### src/rtl/pwm_capture_pkg.sv
`default_nettype none
// ============================================================================
// Module   : pwm_capture_pkg
// Purpose  : Shared definitions for the PWM capture block: default counter
//            width and the capture FSM state encoding.
// Ports    : none (package)
// Revision : 1.0  initial release
// ============================================================================
package pwm_capture_pkg;

  localparam int c_CNT_W_DEFAULT = 16;

  typedef enum logic [1:0] {
    ST_IDLE = 2'd0,
    ST_HIGH = 2'd1,
    ST_LOW  = 2'd2
  } cap_state_e;

endpackage
`default_nettype wire

### src/rtl/pwm_capture_in_cond.sv
`default_nettype none
// ============================================================================
// Module   : pwm_capture_in_cond
// Purpose  : Input conditioning for pwm_capture: synchronizer, optional glitch
//            filter (macro PWM_CAP_FILTER_EN) and edge detection.
// Ports    : clk     in  clock
//            rst     in  synchronous active-high reset
//            i_pwm   in  asynchronous PWM pin
//            o_lvl   out conditioned level
//            o_rise  out 1-cycle rising-edge strobe
//            o_fall  out 1-cycle falling-edge strobe
// Revision : 1.0  initial release
// ============================================================================
module pwm_capture_in_cond #(
  parameter int SYNC_STAGES = 2,
  parameter int FILT_LEN    = 4
) (
  input  logic clk,
  input  logic rst,
  input  logic i_pwm,
  output logic o_lvl,
  output logic o_rise,
  output logic o_fall
);

  // Counter is sized for the longer (filtered) settle time in both builds.
  localparam int c_SETTLE_W = $clog2(SYNC_STAGES + FILT_LEN + 2);

  logic [SYNC_STAGES-1:0] r_sync;
  logic                   w_sync;
  logic                   w_lvl;
  logic                   r_lvl_d;
  logic [c_SETTLE_W-1:0]  r_settle;
  logic                   w_ready;

  always_ff @(posedge clk) begin
    if (rst) r_sync <= '0;
    else     r_sync <= {r_sync[SYNC_STAGES-2:0], i_pwm};
  end

  assign w_sync = r_sync[SYNC_STAGES-1];

`ifdef PWM_CAP_FILTER_EN
  localparam int c_FCNT_W = $clog2(FILT_LEN + 1);
  localparam int c_SETTLE = SYNC_STAGES + FILT_LEN + 1;

  logic                r_lvl;
  logic [c_FCNT_W-1:0] r_fcnt;

  // Level flips only after the synced input has disagreed with it for
  // FILT_LEN consecutive cycles; any agreement restarts the count.
  always_ff @(posedge clk) begin
    if (rst) begin
      r_lvl  <= 1'b0;
      r_fcnt <= '0;
    end else if (w_sync == r_lvl) begin
      r_fcnt <= '0;
    end else if (r_fcnt == c_FCNT_W'(FILT_LEN - 1)) begin
      r_lvl  <= w_sync;
      r_fcnt <= '0;
    end else begin
      r_fcnt <= r_fcnt + 1'b1;
    end
  end

  assign w_lvl = r_lvl;
`else
  localparam int c_SETTLE = SYNC_STAGES + 1;

  assign w_lvl = w_sync;
`endif

  // Reset clears the pipeline to 0; if the pin is high the level then climbs
  // back to 1, which is not a real pin edge. Edges are masked until the
  // pipeline (and the delayed level) has refilled with the true pin value.
  always_ff @(posedge clk) begin
    if (rst)           r_settle <= c_SETTLE_W'(c_SETTLE);
    else if (!w_ready) r_settle <= r_settle - 1'b1;
  end

  assign w_ready = (r_settle == '0);

  always_ff @(posedge clk) begin
    if (rst) r_lvl_d <= 1'b0;
    else     r_lvl_d <= w_lvl;
  end

  assign o_lvl  = w_lvl;
  assign o_rise = w_ready &  w_lvl & ~r_lvl_d;
  assign o_fall = w_ready & ~w_lvl &  r_lvl_d;

endmodule
`default_nettype wire

### src/rtl/pwm_capture.sv
`default_nettype none
// ============================================================================
// Module   : pwm_capture
// Purpose  : PWM input capture. Measures period (rising to rising) and high
//            time (rising to falling) of an external PWM signal in clk cycles.
//            Optional glitch filter: define PWM_CAP_FILTER_EN.
// Ports    : clk          in  clock
//            rst          in  synchronous active-high reset
//            i_en         in  capture enable (low = idle, results held)
//            i_pwm_in     in  asynchronous PWM input
//            o_period     out last complete period
//            o_high_time  out high time of that same period
//            o_meas_valid out 1-cycle strobe when results update
//            o_timeout    out sticky: no edge for 2^CNT_W-1 cycles
//            o_in_level   out conditioned input level
// Revision : 1.0  initial release
// ============================================================================
module pwm_capture
  import pwm_capture_pkg::*;
#(
  parameter int CNT_W       = c_CNT_W_DEFAULT,
  parameter int SYNC_STAGES = 2,
  parameter int FILT_LEN    = 4
) (
  input  logic             clk,
  input  logic             rst,
  input  logic             i_en,
  input  logic             i_pwm_in,
  output logic [CNT_W-1:0] o_period,
  output logic [CNT_W-1:0] o_high_time,
  output logic             o_meas_valid,
  output logic             o_timeout,
  output logic             o_in_level
);

  logic             w_lvl;
  logic             w_rise;
  logic             w_fall;
  logic             w_sat;
  cap_state_e       r_state;
  cap_state_e       w_state_nxt;
  logic             w_publish;
  logic             w_cap_high;
  logic             w_to_set;
  logic [CNT_W-1:0] r_cnt;
  logic [CNT_W-1:0] r_high_q;
  logic [CNT_W-1:0] r_period;
  logic [CNT_W-1:0] r_high;
  logic             r_valid;
  logic             r_timeout;

  pwm_capture_in_cond #(
    .SYNC_STAGES (SYNC_STAGES),
    .FILT_LEN    (FILT_LEN)
  ) u_in_cond (
    .clk    (clk),
    .rst    (rst),
    .i_pwm  (i_pwm_in),
    .o_lvl  (w_lvl),
    .o_rise (w_rise),
    .o_fall (w_fall)
  );

  assign w_sat = (r_cnt == {CNT_W{1'b1}});

  // Edges take priority over saturation, so a measurement that lands exactly
  // on the counter limit is still reported rather than timing out.
  always_comb begin
    w_state_nxt = r_state;
    w_publish   = 1'b0;
    w_cap_high  = 1'b0;
    w_to_set    = 1'b0;
    if (!i_en) begin
      w_state_nxt = ST_IDLE;
    end else begin
      case (r_state)
        ST_IDLE: begin
          if (w_rise) w_state_nxt = ST_HIGH;
        end
        ST_HIGH: begin
          if (w_fall) begin
            w_state_nxt = ST_LOW;
            w_cap_high  = 1'b1;
          end else if (w_sat) begin
            w_state_nxt = ST_IDLE;
            w_to_set    = 1'b1;
          end
        end
        ST_LOW: begin
          if (w_rise) begin
            w_state_nxt = ST_HIGH;
            w_publish   = 1'b1;
          end else if (w_sat) begin
            w_state_nxt = ST_IDLE;
            w_to_set    = 1'b1;
          end
        end
        default: w_state_nxt = ST_IDLE;
      endcase
    end
  end

  always_ff @(posedge clk) begin
    if (rst) r_state <= ST_IDLE;
    else     r_state <= w_state_nxt;
  end

  // Counter restarts at 1 on every rise, so the value seen at the next rise
  // is the full period and the value at the fall is the high time.
  always_ff @(posedge clk) begin
    if (rst || !i_en)                    r_cnt <= '0;
    else if (w_rise)                     r_cnt <= {{(CNT_W-1){1'b0}}, 1'b1};
    else if (r_state != ST_IDLE && !w_sat) r_cnt <= r_cnt + 1'b1;
  end

  // High time is staged internally and only published alongside its own
  // period, so the output pair always describes one complete cycle.
  always_ff @(posedge clk) begin
    if (rst) begin
      r_high_q  <= '0;
      r_period  <= '0;
      r_high    <= '0;
      r_valid   <= 1'b0;
      r_timeout <= 1'b0;
    end else begin
      r_valid <= w_publish;
      if (w_cap_high) r_high_q <= r_cnt;
      if (w_publish) begin
        r_period  <= r_cnt;
        r_high    <= r_high_q;
        r_timeout <= 1'b0;
      end else if (w_to_set) begin
        r_timeout <= 1'b1;
      end
    end
  end

  assign o_period     = r_period;
  assign o_high_time  = r_high;
  assign o_meas_valid = r_valid;
  assign o_timeout    = r_timeout;
  assign o_in_level   = w_lvl;

endmodule
`default_nettype wire

### config.mk
export PLATFORM = sky130hd
export DESIGN_NAME = pwm_capture
export DESIGN_NICKNAME = d
export VERILOG_FILES = /design/src/rtl/pwm_capture_pkg.sv /design/src/rtl/pwm_capture_in_cond.sv /design/src/rtl/pwm_capture.sv
export SDC_FILE = /design/constraint.sdc
export NUM_CORES = 1
export LEC_CHECK = 0
export ABC_AREA = 1
export BUFFER_PORTS_ARGS = -buffer_cell sky130_fd_sc_hd__buf_4
export CORE_ASPECT_RATIO = 0.6
export CORE_MARGIN = 2
export CORE_UTILIZATION = 52
export CTS_CLUSTER_SIZE = 25
export DETAILED_ROUTE_END_ITERATION = 16
export PLACE_DENSITY = 0.79
export SYNTH_ARGS = -nofsm -noshare
export SYNTH_HDL_FRONTEND = slang
export SYNTH_HIERARCHICAL = 1
export SYNTH_SLANG_ARGS = --single-unit
### constraint.sdc
create_clock -name clk -period 1.76 [get_ports clk]
set_input_delay 0.176 -clock clk [delete_from_list [all_inputs] [get_ports clk]]
set_output_delay 0.176 -clock clk [all_outputs]
set_load 0.1 [all_outputs]
==> results.md <==
* WHS Path Cells at 3
* Worst Path Arrival at 1.92 ns
* Num CTS Buffers at 9
* Setup crit end kind: register
* Slew HR at 70.2%
* Core Area at 6030 sq um
* GRT Residual Overflow at 0
* CTS H-tree depth at 3
* Vias in the first global route at 2555
* Postcts setup bufs at 0
* Fin crit period at 1.65 ns
* Area fraction of the dominant cell type after synthesis at 46.4%
* ANT cells at 0
* Distinct cells, synth at 24
* Final hold violation count at 0
* Worst-path clk slew at 0.07 ns
* Iter 0 DRT Violations at 155
* CP Max Fanout at 26
* PortBufs at 38
* Total I/O pin count at 39
* Kind of path behind the tightest hold check: in -> reg
* WP data required at 2.03 ns
* Vias at 2808
* Post-DR wirelength/cell at 12.7 microns
* Pwr Density at 840 nW/um^2
* DRC at 0
* Pwr Total at 3280 uW
* Synth Instances at 423
* Outcome: complete, no violations
* Dpl hpwl at 5170 microns
* Highest Clock Rate at 0.606 GHz
* Worst R2R Path Depth at 8
* Clk Latency, worst-skew pair at 0.35 ns
* Average cell area after synthesis at 7.54 sq um
* CP Class: reg -> reg
* EDFF count, synth at 0
* Share of cells above drive strength 1 at 22.8%
* Hold_ws at 0.0730 ns
* Routed wire length at 7160 microns
* Clock sink count at 74
* Slew Limit Fails at 0
* Synth top area cells: dfxtp_1 46%, nand2_1 10%, o21ai_0 8.0%
* Worst Max-Slew Pin Slew at 0.447 ns
* Final setup violation count at 0
* Post-route ant nets at 0
* Ys Warns at 6
* First-pass GRT wire length at 11900 microns
* Period utilization at 93.7%
* Async S/R FF share, synth at 0%
* Vias per cell at 4.99
* Layout overhead on the synthesized area at 22.2%
* GP Congestion at 0.914
* Die Height at 64.7 microns
* Lkg Pwr at 0.00155 uW
* Die X at 105 microns
* Post-synthesis net count at 434
* Antenna violations before repair at 0
* #FFs+latches synth at 74
* Largest area contributor in the netlist: dfxtp_1
* Root Buffer: clkbuf_8
* Most common cell in the synthesized netlist: nand2_1
* Drt first pass iters at 4
* Initial core utilization at 52.9%
* # fillers at 492
* Final setup TNS at 0 ns
* Final nets at 485
* RSZ-0062 raised after global routing: no
* Die ar. at 6800 sq um
* Total GRT Usage at 22.6%
* Worst ir drop on vdd at 0.404 mV
* Clk_skew at 0.0101 ns
* Maximum buffer depth of the clock tree at 2
* MaxCap Viol Count at 0
* CP Launch Type: register
* Maximum number of pins on one net before global-route repair at 50
* Mapped Area at 3190 sq um
* Commonest cells post-synth: 85 x nand2_1, 74 x dfxtp_1, 51 x o21ai_0
* Ys flop type: dfxtp_1
* CTS tree: done
* Std cell rows at 22
* Seq/Total Area, Yosys at 46.4%
## cell families (layout without fill, tap and decap cells)
| group | after synthesis | in the layout | synth area share [%] |
|---|---|---|---|
| and+or+nand+nor | 178 | 178 | 25.5 |
| AOI/OAI and AO/OA | 85 | 85 | 14.5 |
| buffers and inverters | 73 | 129 | 9.14 |
| adders and majority gates | 7 | 7 | 2.74 |
| xor gates and xnor gates | 6 | 6 | 1.65 |
| DFF | 74 | 74 | 46.4 |
## repair_timing
action / 4_1_cts / 5_1_grt
hold buffers: 1 / 0
gates resized for setup: 0 / 5
endpoints found under the hold margin: 1 / 0
setup endpoints to repair: 0 / 33
## routing by layer
metal  vias to the layer above  track usage (%)  part of all wire (%)
met3                        14             7.44                   6.4
met2                        74             34.2                    42
met5                         -                0                     0
li1                       1458                -                     -
met4                         0             7.50                   1.8
met1                      1262             30.7                    50
## worst max-delay path, stage by stage, from the launching register on
cell,delay (ns)
dfxtp_1,0.32
inv_1,0.09
ha_2,0.23
nand2_4,0.09
nor2_1,0.18
nand3_1,0.09
buf_4,0.22
buf_4,0.18
a21oi_1,0.17
## per-stage QoR
| step | util [%] | cells | instance area, sq um | setup slack [ns] |
|---|---|---|---|---|
| floorplan | - | 423 | 3190 | 0.0196 |
| global placement | 60.6 | 546 | 3650 | 0.186 |
| detailed placement | 60.6 | 546 | 3650 | 0.109 |
| CTS | 64.4 | 563 | 3880 | 0.0855 |
| global route | 64.7 | 563 | 3900 | 0.00695 |
| finish | 64.7 | 563 | 3900 | 0.111 |
## final cells by class
| cell class | count | area [sq um] | share of cell area, % |
|---|---|---|---|
| repair buffers | 57 | 443 | 11.4 |
| multi-input cells | 276 | 1440 | 36.8 |
| inverters | 56 | 211 | 5.42 |
| well taps | 84 | 105 | 2.69 |
| clock inverters | 6 | 91.3 | 2.34 |
| clock buffers | 10 | 128 | 3.27 |
| flip-flops and latches | 74 | 1490 | 38.1 |
## sequential cells by signal, indices dropped and copies added, names as in the netlist
| signal | count |
|---|---|
| o_meas_valid | 1 |
| r_state | 2 |
| u_in_cond/r_lvl_d | 1 |
| o_timeout | 1 |
| o_period | 16 |
| o_high_time | 16 |
| u_in_cond/r_settle | 3 |
| u_in_cond/r_sync | 2 |
| r_cnt | 16 |
| r_high_q | 16 |
## cell usage in the layout, fill, tap and decap left out, drive strengths merged
cell type	Yosys	final
inv	54	54
buf	6	56
a21oi	34	34
dlygate4sd3	0	1
nor3	1	1
nand3	42	42
bufinv	0	2
nand4	4	4
clkbuf	11	10
xor2	6	6
dfxtp	74	74
nand2	94	94
ha	7	7
clkinv	2	6
nor2	37	37
o21ai	51	51
## where the power goes
group          internal [uW]  switching, uW  total, uW  leakage [uW]
clock network            803            638       1440      0.000110
registers               1690           8.65       1700      0.000598
logic                   45.6           92.4        138      0.000843
total                   2540            739       3280       0.00155
## path summary, 6_finish.rpt
kind / from / to / slack (ns)
max: u_in_cond/r_settle[0] / r_high_q[10] / 0.11
max reg2reg: u_in_cond/r_settle[0] / r_high_q[10] / 0.11
min: i_pwm_in / u_in_cond/r_sync[0] / 0.07
min reg2reg: u_in_cond/r_sync[0] / u_in_cond/r_sync[1] / 0.40
Power figures use the tool's default switching activity.
